$ cat src/rtl/clock12_set_ctrl_if.sv
// Signal bundle between the time-set controller and its surroundings
// (button pulses and current time in, time-base load strobe and display hints out).
interface clock12_set_ctrl_if;
  logic       mode_btn;
  logic       inc_btn;
  logic       dec_btn;
  logic [4:0] cur_hours;
  logic [5:0] cur_mins;
  logic       cur_ap;
  logic       start;
  logic [4:0] hours_load;
  logic [5:0] mins_load;
  logic [5:0] secs_load;
  logic       ap_load;
  logic       edit_active;
  logic [1:0] field_sel;
  logic       blink;
  logic       tick;

  modport master (
    output mode_btn, inc_btn, dec_btn, cur_hours, cur_mins, cur_ap,
    input  start, hours_load, mins_load, secs_load, ap_load,
    input  edit_active, field_sel, blink, tick
  );

  modport slave (
    input  mode_btn, inc_btn, dec_btn, cur_hours, cur_mins, cur_ap,
    output start, hours_load, mins_load, secs_load, ap_load,
    output edit_active, field_sel, blink, tick
  );
endinterface

$ cat src/rtl/clock12_set_ctrl.sv
// Time-set controller for a 12-hour time-base: edits hour/minute/AM-PM from
// button pulses, commits with a one-cycle load strobe, and generates the 1 Hz tick.
module clock12_set_ctrl #(
  parameter int TICK_DIV  = 100000000,
  parameter int TIMEOUT_S = 30
) (
  input  logic                  clk,
  input  logic                  reset,
  clock12_set_ctrl_if.slave     bus
);

  localparam int CNT_W = (TICK_DIV > 1) ? $clog2(TICK_DIV) : 1;
  localparam int TO_W  = $clog2(TIMEOUT_S + 1);

  typedef enum logic [2:0] {RUN, SET_HR, SET_MIN, SET_AP, COMMIT} state_t;

  state_t             state_reg;
  logic [CNT_W-1:0]   tick_cnt_reg;
  logic [TO_W-1:0]    timeout_reg;
  logic [4:0]         edit_hr_reg;
  logic [5:0]         edit_min_reg;
  logic               edit_ap_reg;
  logic               start_reg;
  logic [4:0]         hours_load_reg;
  logic [5:0]         mins_load_reg;
  logic               ap_load_reg;
  logic               edit_active_reg;
  logic [1:0]         field_sel_reg;
  logic               blink_reg;

  logic               tick_w;
  logic               any_btn;
  logic               adj_one;
  logic               timeout_hit;
  logic [4:0]         cap_hr;
  logic [5:0]         cap_min;

  assign tick_w  = (tick_cnt_reg == CNT_W'(TICK_DIV - 1));
  assign any_btn = bus.mode_btn | bus.inc_btn | bus.dec_btn;
  // inc and dec together cancel out; only a lone press adjusts the field
  assign adj_one = bus.inc_btn ^ bus.dec_btn;
  assign timeout_hit = tick_w && !any_btn && (timeout_reg == TO_W'(TIMEOUT_S - 1));
  assign cap_hr  = (bus.cur_hours == 5'd0 || bus.cur_hours > 5'd12) ? 5'd12 : bus.cur_hours;
  assign cap_min = (bus.cur_mins > 6'd59) ? 6'd0 : bus.cur_mins;

  always_ff @(posedge clk or negedge reset) begin
    if (!reset) begin
      tick_cnt_reg <= '0;
    end else if (tick_w) begin
      tick_cnt_reg <= '0;
    end else begin
      tick_cnt_reg <= tick_cnt_reg + CNT_W'(1);
    end
  end

  always_ff @(posedge clk or negedge reset) begin
    if (!reset) begin
      state_reg       <= RUN;
      timeout_reg     <= '0;
      edit_hr_reg     <= 5'd1;
      edit_min_reg    <= 6'd0;
      edit_ap_reg     <= 1'b0;
      start_reg       <= 1'b0;
      hours_load_reg  <= 5'd0;
      mins_load_reg   <= 6'd0;
      ap_load_reg     <= 1'b0;
      edit_active_reg <= 1'b0;
      field_sel_reg   <= 2'd0;
      blink_reg       <= 1'b0;
    end else begin
      start_reg <= 1'b0;
      case (state_reg)
        RUN: begin
          blink_reg <= 1'b0;
          if (bus.mode_btn) begin
            edit_hr_reg     <= cap_hr;
            edit_min_reg    <= cap_min;
            edit_ap_reg     <= bus.cur_ap;
            timeout_reg     <= '0;
            state_reg       <= SET_HR;
            field_sel_reg   <= 2'd1;
            edit_active_reg <= 1'b1;
          end
        end

        SET_HR, SET_MIN, SET_AP: begin
          if (any_btn)
            timeout_reg <= '0;
          else if (tick_w)
            timeout_reg <= timeout_reg + TO_W'(1);
          if (tick_w)
            blink_reg <= ~blink_reg;

          if (bus.mode_btn) begin
            case (state_reg)
              SET_HR: begin
                state_reg     <= SET_MIN;
                field_sel_reg <= 2'd2;
              end
              SET_MIN: begin
                state_reg     <= SET_AP;
                field_sel_reg <= 2'd3;
              end
              default: begin
                // load values are captured here so they are stable while start is high
                state_reg       <= COMMIT;
                start_reg       <= 1'b1;
                hours_load_reg  <= edit_hr_reg - 5'd1;
                mins_load_reg   <= edit_min_reg;
                ap_load_reg     <= edit_ap_reg;
                field_sel_reg   <= 2'd0;
                edit_active_reg <= 1'b0;
                blink_reg       <= 1'b0;
              end
            endcase
          end else if (timeout_hit) begin
            state_reg       <= RUN;
            field_sel_reg   <= 2'd0;
            edit_active_reg <= 1'b0;
            blink_reg       <= 1'b0;
          end else if (adj_one) begin
            case (state_reg)
              SET_HR: begin
                if (bus.inc_btn)
                  edit_hr_reg <= (edit_hr_reg == 5'd12) ? 5'd1 : edit_hr_reg + 5'd1;
                else
                  edit_hr_reg <= (edit_hr_reg == 5'd1) ? 5'd12 : edit_hr_reg - 5'd1;
              end
              SET_MIN: begin
                if (bus.inc_btn)
                  edit_min_reg <= (edit_min_reg == 6'd59) ? 6'd0 : edit_min_reg + 6'd1;
                else
                  edit_min_reg <= (edit_min_reg == 6'd0) ? 6'd59 : edit_min_reg - 6'd1;
              end
              default: edit_ap_reg <= ~edit_ap_reg;
            endcase
          end
        end

        COMMIT: begin
          state_reg <= RUN;
          blink_reg <= 1'b0;
        end

        default: begin
          state_reg       <= RUN;
          field_sel_reg   <= 2'd0;
          edit_active_reg <= 1'b0;
          blink_reg       <= 1'b0;
        end
      endcase
    end
  end

  assign bus.start       = start_reg;
  assign bus.hours_load  = hours_load_reg;
  assign bus.mins_load   = mins_load_reg;
  assign bus.secs_load   = 6'd0;
  assign bus.ap_load     = ap_load_reg;
  assign bus.edit_active = edit_active_reg;
  assign bus.field_sel   = field_sel_reg;
  assign bus.blink       = blink_reg;
  assign bus.tick        = tick_w;

endmodule

$ cat src/flat_wrapper.sv
// flat-port wrapper written by rule: the top's interface ports become plain ports
module clock12_set_ctrl_flat 
#(
  parameter int TICK_DIV  = 100000000,
  parameter int TIMEOUT_S = 30
)
  (clk, reset, bus_mode_btn, bus_inc_btn, bus_dec_btn, bus_cur_hours, bus_cur_mins, bus_cur_ap, bus_start, bus_hours_load, bus_mins_load, bus_secs_load, bus_ap_load, bus_edit_active, bus_field_sel, bus_blink, bus_tick);
  clock12_set_ctrl_if bus_i ();
  input  logic clk;
  input  logic reset;
  input wire logic [$bits(bus_i.mode_btn)-1:0] bus_mode_btn;
  input wire logic [$bits(bus_i.inc_btn)-1:0] bus_inc_btn;
  input wire logic [$bits(bus_i.dec_btn)-1:0] bus_dec_btn;
  input wire logic [$bits(bus_i.cur_hours)-1:0] bus_cur_hours;
  input wire logic [$bits(bus_i.cur_mins)-1:0] bus_cur_mins;
  input wire logic [$bits(bus_i.cur_ap)-1:0] bus_cur_ap;
  output wire logic [$bits(bus_i.start)-1:0] bus_start;
  output wire logic [$bits(bus_i.hours_load)-1:0] bus_hours_load;
  output wire logic [$bits(bus_i.mins_load)-1:0] bus_mins_load;
  output wire logic [$bits(bus_i.secs_load)-1:0] bus_secs_load;
  output wire logic [$bits(bus_i.ap_load)-1:0] bus_ap_load;
  output wire logic [$bits(bus_i.edit_active)-1:0] bus_edit_active;
  output wire logic [$bits(bus_i.field_sel)-1:0] bus_field_sel;
  output wire logic [$bits(bus_i.blink)-1:0] bus_blink;
  output wire logic [$bits(bus_i.tick)-1:0] bus_tick;
  assign bus_i.mode_btn = bus_mode_btn;
  assign bus_i.inc_btn = bus_inc_btn;
  assign bus_i.dec_btn = bus_dec_btn;
  assign bus_i.cur_hours = bus_cur_hours;
  assign bus_i.cur_mins = bus_cur_mins;
  assign bus_i.cur_ap = bus_cur_ap;
  assign bus_start = bus_i.start;
  assign bus_hours_load = bus_i.hours_load;
  assign bus_mins_load = bus_i.mins_load;
  assign bus_secs_load = bus_i.secs_load;
  assign bus_ap_load = bus_i.ap_load;
  assign bus_edit_active = bus_i.edit_active;
  assign bus_field_sel = bus_i.field_sel;
  assign bus_blink = bus_i.blink;
  assign bus_tick = bus_i.tick;
  clock12_set_ctrl #(.TICK_DIV(TICK_DIV), .TIMEOUT_S(TIMEOUT_S)) u_core (.clk(clk), .reset(reset), .bus(bus_i));
endmodule
$ cat config.mk
export PLATFORM = sky130hd
export DESIGN_NAME = clock12_set_ctrl_flat
export DESIGN_NICKNAME = d
export VERILOG_FILES = /design/src/rtl/clock12_set_ctrl_if.sv /design/src/rtl/clock12_set_ctrl.sv /design/src/flat_wrapper.sv
export SDC_FILE = /design/constraint.sdc
export NUM_CORES = 1
export LEC_CHECK = 0
export BUFFER_PORTS_ARGS = -buffer_cell sky130_fd_sc_hd__clkbuf_2
export CORE_MARGIN = 10
export CORE_UTILIZATION = 50
export DETAILED_ROUTE_END_ITERATION = 10
export PLACE_DENSITY_LB_ADDON = 0.12
export SYNTH_ARGS = -nofsm -noshare
export SYNTH_HDL_FRONTEND = slang
export SYNTH_SLANG_ARGS = --single-unit
$ cat constraint.sdc
create_clock -name clk -period 3.4 [get_ports clk]
set_clock_uncertainty 0.2 [all_clocks]
set_input_delay 0.68 -clock clk [delete_from_list [all_inputs] [get_ports clk]]
set_output_delay 0.68 -clock clk [all_outputs]
set_load 0.01 [all_outputs]
# Word-level counts from Yosys, hierarchy flattened
# Index checks and enable logic that the tools add are counted.
dict set report op_classes {
  muxes 54
  n_bitwise 7
  n_reduce_logical 18
  addsub 6
  n_lt_le_gt_ge 2
  eq_ne 19
}
# op n
set ops {}
lappend ops {{$mux 5} 12}
lappend ops {{$mux 6} 9}
lappend ops {{$add 27x1->27 const B} 1}
lappend ops {{$eq 27x27->1 const B} 1}
lappend ops {{$mux 27} 1}
lappend ops {{$pmux 5 s2} 2}
lappend ops {{$reduce_and 6->1} 3}
lappend ops {{$mux 1} 17}
lappend ops {{$pmux 3 s2} 2}
lappend ops {{$pmux 6 s2} 1}
lappend ops {{$add 5x1->5 const B} 2}
lappend ops {{$mux 3} 3}
lappend ops {{$reduce_and 3->1} 3}
lappend ops {{$ne 2x2->1 const B} 4}
lappend ops {{$add 6x1->6 const B} 1}
lappend ops {{$eq 3x2->1 const B} 2}
lappend ops {{$eq 6x6->1 const B} 1}
lappend ops {{$gt 6x6->1 const B} 1}
lappend ops {{$logic_not 6->1} 1}
lappend ops {{$mux 2} 3}
lappend ops {{$ne 2x1->1 const B} 3}
lappend ops {{$pmux 2 s3} 1}
lappend ops {{$sub 6x1->6 const B} 1}
lappend ops {{$eq 5x1->1 const B} 1}
lappend ops {{other kinds (25)} 30}
dict set report totals {
  input_bits 17
  output_inout_bits 24
  ff_bits 64
  word_cells 119
}

# Logic depth before layout (Yosys ltp)
# Gate-level depths: netlist (run 1).
dict set report depth {
  ltp_word 8
  depth_mapped 8
  ltp_nobuf 7
}

# Worst setup path before layout (run 1)
# Ideal clock, no wire load.
dict set report synth_path {
  kind {register -> output}
  start {register u_core.tick_cnt_reg[17]}
  end {output port bus_tick}
  required_ns 2.520
  n_path_buf 1
  setup_slack_ns 0.785
  path_stages_with_launch 5
  t_arrival_ns 1.735
  cell_sequence {dfrtp_1 nand4b_1 or4_1 nor4_4 clkbuf_1}
}
dict set report synth_between {
  elab_chain_cells 1
}
# element line
set synth_rtl {}
lappend synth_rtl {{start, declared} clock12_set_ctrl.sv:18} ;# logic [CNT_W-1:0] tick_cnt_reg;
lappend synth_rtl {{start signal, assigned} clock12_set_ctrl.sv:52} ;# tick_cnt_reg <= tick_cnt_reg + CNT_W'(1);
lappend synth_rtl {{$eq 27x27->1} clock12_set_ctrl.sv:38} ;# assign tick_w = (tick_cnt_reg == CNT_W'(TICK_DIV - 1));
lappend synth_rtl {{end, declared} flat_wrapper.sv:25} ;# output wire logic [$bits(bus_i.tick)-1:0] bus_tick;
# Every way passes these cells.

# Final worst setup path (run 1)
dict set report layout_path {
  start {register u_core.tick_cnt_reg[0]}
  end {output port bus_tick}
}
# Same word-level chain as after synthesis.

==> flow_metrics.py, run 1 <==
metrics = {
    "global_route": {
        "grt_pass1_wl_um": 13880,
        "grt_pass1_vias": 2841,
        "grt_usage_pct": 14.82,
        "antenna_found_initial": 0,
        "grt_max_degree": 65,
        "globalRouteOverflowTotal": 0,
    },
    "clocking": {
        "cts_root_buf": "clkbuf_8",
        "clkLatencyLatePin_ps": 340,
        "post_cts_buffers": 0,
        "cts_buffers": 9,
        "cts.sinks": 64,
        "cts_tree": "built",
        "cts_resized": 0,
        "cts_hold_buf": 0,
        "cts.reportedPaths.clkPinSlew_ps": 70,
        "clockBufferDepth": 2,
        "h-tree-depth": 3,
    },
    "synth": {
        "ys_seq_area_share_pct": 42.52,
        "yosysTopAreaCell": "dfrtp_1",
        "synthTopCellsByArea": "dfrtp_1 (42%), nand2_1 (4.9%), nor2_1 (4.1%), xnor2_1 (3.7%), ha_1 (3.3%)",
        "synth_flop_cell": "dfrtp_1",
        "synth_area_um2": 3770,
        "synthTopCellsByCount": "dfrtp_1 (63), nand2_1 (49), nor2_1 (41)",
        "synth_top_area_share_pct": 41.82,
        "ys_ff_latch": 64,
        "synth.distinct_cells": 69,
        "avgSynthCellArea_um2": 9.106,
        "synth_cells": 414,
        "synth_edf_count": 0,
        "async_flop_share_pct": 100.0,
        "synth_most_common_cell": "dfrtp_1",
        "yosys_warnings": 0,
    },
    "worst_setup_path": {
        "rr_startpoint": "u_core.tick_cnt_reg[0]",
        "worst-path-max-fanout": 6,
        "critical_path_class": "register to output pin",
        "cp_data_arrival_time_ps": 1870,
        "worstSetupEndpointType": "output pin",
        "worst_setup_path_start_kind": "register",
        "r2r_end": "u_core.timeout_reg[4]",
        "r2r_slack_ps": 830,
        "reg2reg_depth": 6,
        "cp.required_ps": 2520,
    },
    "power": {
        "p_leak_uw": 0.001877,
        "peakVddDrop_mv": 0.4559,
        "clkPwrFrac_pct": 24.5,
        "netSwitchingFraction_pct": 37.95,
        "p_per_area_nw_per_um2": 718.9,
        "p_switching_uw": 1138,
        "power_frac_seq_pct": 40.5,
        "p_comb_share_pct": 35.0,
        "p_int_uw": 1860,
    },
    "placed_design": {
        "placedCellCount": 525,
        "gp_congestion": 0.8904,
        "portBuffers": 34,
        "dp_slack_ps": 735.2,
        "place_hpwl_um": 5765,
    },
    "cells_and_area": {
        "num-nets-final": 464,
        "seqCellArea_um2": 1603,
        "layout-drive-gt1-share_pct": 14.29,
        "multi_input_comb_area_um2": 1989,
        "fill_cells": 709,
        "num_antenna_cells": 0,
        "largest_reg_flops": 27,
        "syn2layout_area_growth_pct": 10.62,
        "fin_cells": 540,
    },
    "route": {
        "dr.pass1.iters": 4,
        "vias_per_cell": 5.544,
        "num_vias": 2994,
        "drt-met1-wl_um": 3933,
        "drtIter0Drc": 146,
        "remaining_drc_errors": 0,
        "wl_per_cell_um": 15.06,
        "route.met2.wl_um": 3663,
        "ant_nets": 0,
        "wirelength_um": 8131,
        "highest_layer": "met4",
        "wl_met3_um": 378,
    },
    "min_path": {
        "hold_class": "register to register",
        "min-delay-start": "u_core.bus.mins_load[2]",
        "whs_path_depth": 2,
        "hold_end": "u_core.bus.mins_load[2]",
    },
    "die": {
        "die_area_um2": 11410,
        "die_width_um": 106.8,
        "initial_core_util_pct": 51.70,
        "ioPinCount": 41,
        "num_rows": 31,
        "coreArea_um2": 7292,
        "fp.dieH_um": 106.8,
    },
    "sta": {
        "finalCriticalPeriod_ps": 2748,
        "fmax_mhz": 363.9,
        "post-route-period-util_pct": 80.82,
        "finalSetupViolCount": 0,
        "setup_ws_ps": 652.1,
        "tightest_slew_ps": 863.3,
        "hold_slack_ps": 275.7,
        "setup_tns_ps": 0,
        "hold_viol": 0,
        "finalMaxSlewViolations": 0,
        "max-slew-margin-rel_pct": 41.97,
        "rsz0062_at_grt": "false",
    },
    "flow_run": {
        "drv_cap": 0,
    },
    "outcome": {
        "outcome": "completed",
    },
}
[metrics by stage]
stage / utilization (%) / power, uW / instance area [um2]
detailed placement: 54.17 / 2283 / 3950
floorplan: - / 1971 / 3789
global route: 57.19 / 3240 / 4170
CTS: 57.19 / 3022 / 4170
global placement: 54.17 / 2265 / 3950
finish: 57.19 / 2998 / 4170
[critical path, stage by stage (launching register included)]
cell and delay (ps):
dfrtp_1 390, ha_1 190, and3_1 310, nand3_4 140, nor4_4 310, clkbuf_2 180
[worst max-delay path by stage]
stage	slack, ps	cells after the start	start	endpoint
after floorplan	780	4	u_core.tick_cnt_reg[17]	bus_tick
after global placement	800	5	bus_inc_btn	u_core.edit_hr_reg[2]
after detailed placement	740	7	bus_mode_btn	u_core.bus.mins_load[5]
after CTS	630	5	u_core.tick_cnt_reg[0]	bus_tick
after global routing	530	5	u_core.tick_cnt_reg[0]	bus_tick
final	650	5	u_core.tick_cnt_reg[0]	bus_tick
[cell type report]
type / count / share of cell area, %
multi-input cells: 313 / 47.70
flip-flops and latches: 64 / 38.43
repair buffers: 36 / 4.440
clock buffers: 12 / 3.720
well taps: 99 / 2.970
clock inverters: 3 / 1.560
inverters: 13 / 1.170
[placed cells by master, fill, tap and decap left out, drive strengths merged, types with 5 or more instances in the layout]
cell	netlist	layout
nor4	7	7
a21oi	18	18
nor4b	5	5
conb	1	6
xor2	14	14
o21ai	13	13
and3	8	8
ha	10	10
nor2	41	41
inv	13	13
nand2	49	49
nand4	10	10
nand3	24	24
dfrtp	63	63
nand2b	8	8
nor3	7	7
clkbuf	18	45
o31ai	6	6
xnor2	16	16
[logic make-up after synthesis]
group | after synthesis | share of synthesized area, %
AOI/OAI and AO/OA | 84 | 15.60
xor gates and xnor gates | 30 | 6.970
adders and majority gates | 11 | 3.584
buffers and inverters | 42 | 5.211
DFF | 64 | 42.52
muxes | 4 | 1.128
other | 1 | 0.09947
and+or+nand+nor | 178 | 24.89
[metal layers]
layer	up-vias	GRT usage, %
met4	0	6.093
met3	11	4.551
met1	1410	19.90
li1	1513	-
met2	60	21.64
met5	-	0
[power by group through the flow]
stage,Clock (uW),Sequential [uW],Combinational (uW)
after detailed placement,0,1230,1060
after global routing,790,1250,1200
after global placement,0,1220,1040
after CTS,749,1210,1060
after floorplan,0,1100,872
final,734,1220,1050
Power figures use the tool's default switching activity.
==> run 2: changes to the inputs <==
- ABC_AREA: unset -> 1
- clock period: 3.4 -> 2.7 ns (I/O delays scaled with it)
==> flow_metrics.py, run 2 <==
metrics = {
    "cells_and_area": {
        "post-route-util_pct": 57.89,
        "final_common_cell": "nand2_1",
        "syn2layout_area_growth_pct": 12.56,
        "num-nets-final": 627,
        "num_antenna_cells": 0,
        "layout_common_cells": "nand2_1 (160), nor2_1 (71), inv_1 (66)",
        "largest_reg_flops": 27,
        "layout-drive-gt1-share_pct": 11.42,
    },
    "sta": {
        "setup_tns_ps": 0,
        "max-slew-margin-rel_pct": 65.57,
        "setup_ws_ps": 172.7,
        "hold_viol": 0,
        "finalSetupViolCount": 0,
        "rsz0062_at_grt": "false",
        "finalCriticalPeriod_ps": 2527,
        "post-route-period-util_pct": 93.60,
        "tightest_slew_ps": 516.4,
        "finalMaxSlewViolations": 0,
        "fmax_mhz": 395.7,
    },
    "die": {
        "initial_core_util_pct": 51.42,
        "coreArea_um2": 7727,
        "fp.dieH_um": 109.2,
        "die_area_um2": 11910,
        "die_width_um": 109.2,
        "num_rows": 32,
        "ioPinCount": 41,
    },
    "route": {
        "vias_per_cell": 5.201,
        "remaining_drc_errors": 0,
        "num_vias": 3672,
        "wirelength_um": 9734,
        "dr.pass1.iters": 5,
        "wl_per_cell_um": 13.79,
        "ant_nets": 0,
        "drtIter0Drc": 292,
    },
    "clocking": {
        "cts_buffers": 9,
        "cts.reportedPaths.clkPinSlew_ps": 70,
        "clkLatencyLatePin_ps": 340,
        "h-tree-depth": 3,
        "cts.sinks": 64,
        "cts_root_buf": "clkbuf_8",
        "cts_tree": "built",
        "clockBufferDepth": 2,
    },
    "placed_design": {
        "portBuffers": 34,
        "place_hpwl_um": 7549,
        "dp_slack_ps": 362.7,
        "gp_congestion": 0.9662,
    },
    "synth": {
        "yosys_warnings": 0,
        "synth_edf_count": 0,
        "synth_most_common_cell": "nand2_1",
        "synth.distinct_cells": 34,
        "synth_fa_ha_area_share_pct": 3.149,
        "synth_area_um2": 3974,
        "synth_compound_area_share_pct": 6.549,
        "avgSynthCellArea_um2": 7.096,
        "synth_flop_cell": "dfrtp_1",
        "synthTopCellsByCount": "nand2_1 (161), nor2_1 (71), inv_1 (66)",
        "synth_cells": 560,
        "ys_seq_area_share_pct": 40.33,
        "ys_ff_latch": 64,
        "async_flop_share_pct": 100.0,
        "synth_top_family_by_area": "simple AND/OR/NAND/NOR gates",
        "synth_xor_area_share_pct": 5.730,
        "yosysTopAreaCell": "dfrtp_1",
        "synth_mux_area_share_pct": 0,
        "synthTopCellsByArea": "dfrtp_1 (40%), nand2_1 (15%), nand3_1 (7.7%), nor2_1 (6.7%), inv_1 (6.2%)",
        "synth_top_area_share_pct": 39.67,
        "synth_simple_gate_area_share_pct": 35.11,
    },
    "flow_run": {
        "drv_cap": 0,
    },
    "global_route": {
        "grt_max_degree": 24,
        "grt_usage_pct": 17.54,
        "antenna_found_initial": 0,
        "grt_pass1_vias": 3592,
        "globalRouteOverflowTotal": 0,
        "grt_pass1_wl_um": 17180,
    },
    "worst_setup_path": {
        "worstSetupEndpointType": "output pin",
        "worst_setup_path_start_kind": "register",
        "cp_data_arrival_time_ps": 1790,
        "cp.required_ps": 1960,
        "critical_path_class": "register to output pin",
        "worst-path-max-fanout": 6,
    },
    "min_path": {
        "hold_class": "register to register",
    },
    "outcome": {
        "outcome": "completed",
    },
    "power": {
        "p_leak_uw": 0.002398,
        "peakVddDrop_mv": 0.5999,
        "p_per_area_nw_per_um2": 913.3,
    },
}
==> run 2: repair_timing <==
action	4_1_cts	5_1_grt
hold buffers	1	0
buffers inserted	0	2
endpoints found under the hold margin	19	0
pin swaps	0	1
resized for setup	1	1
endpoints found under the setup margin	1	1
cloned	0	0
==> run 2: routing by layer <==
layer	global-route usage (%)	part of all wire [%]	wire [um]
met5	0	0	0
met2	27.46	46	4467
met4	5.556	1.8	179
met3	2.950	4.5	439
met1	24.11	48	4648
==> run 2: cell families after synthesis <==
family          Yosys count
xor+xnor                 26
compound gates           45
buf+inv                  86
flops                    64
other cells               1
simple gates            328
fa+ha+maj                10
==> run 2: stage by stage <==
stage	hold slack, ps	std cells	power [uW]	area, um2
5_1_grt	323.9	706	4462	4473
3_3_place_gp	258.5	688	3128	4220
2_1_floorplan	44.41	565	2701	3993
4_1_cts	283.1	704	4097	4456
6_report	278.7	706	4085	4473
3_5_place_dp	261.6	688	3146	4220
==> run 2: path summary, 6_finish.rpt <==
kind | start | to | slack, ps | cells after the start
hold / removal | u_core.bus.field_sel[0] | u_core.bus.field_sel[0] | 280 | 2
setup reg to reg | u_core.tick_cnt_reg[0] | u_core.edit_min_reg[2] | 330 | 10
min in group asynchronous | reset | u_core.bus.hours_load[0] | 500 | 2
setup / recovery | u_core.tick_cnt_reg[0] | bus_tick | 170 | 6
hold reg to reg | u_core.bus.field_sel[0] | u_core.bus.field_sel[0] | 280 | 2
max in group asynchronous | reset | u_core.edit_hr_reg[0] | 1060 | 3
==> run 2: worst max-delay path, stage by stage (launching register included) <==
cell and delay [ps]:
dfrtp_1 420, ha_1 220, nand3_1 210, nor2_4 220
nand2_2 130, inv_1 110, clkbuf_2 140
==> run 2: report_power, final <==
part           switching (uW)  internal (uW)  total [uW]
clock network             380            565         945
logic                    1130            592        1720
registers                 246           1180        1420
==> run 2: area by class of cell <==
cell class / count / area, um2
Multi-Input combinational cell: 415 / 2038
Tap cell: 102 / 127.6
Clock buffer: 12 / 155.1
Sequential cell: 64 / 1603
Clock inverter: 3 / 65.06
Inverter: 69 / 259.0
Fill cell: 754 / 3254
Timing Repair Buffer: 41 / 225.2
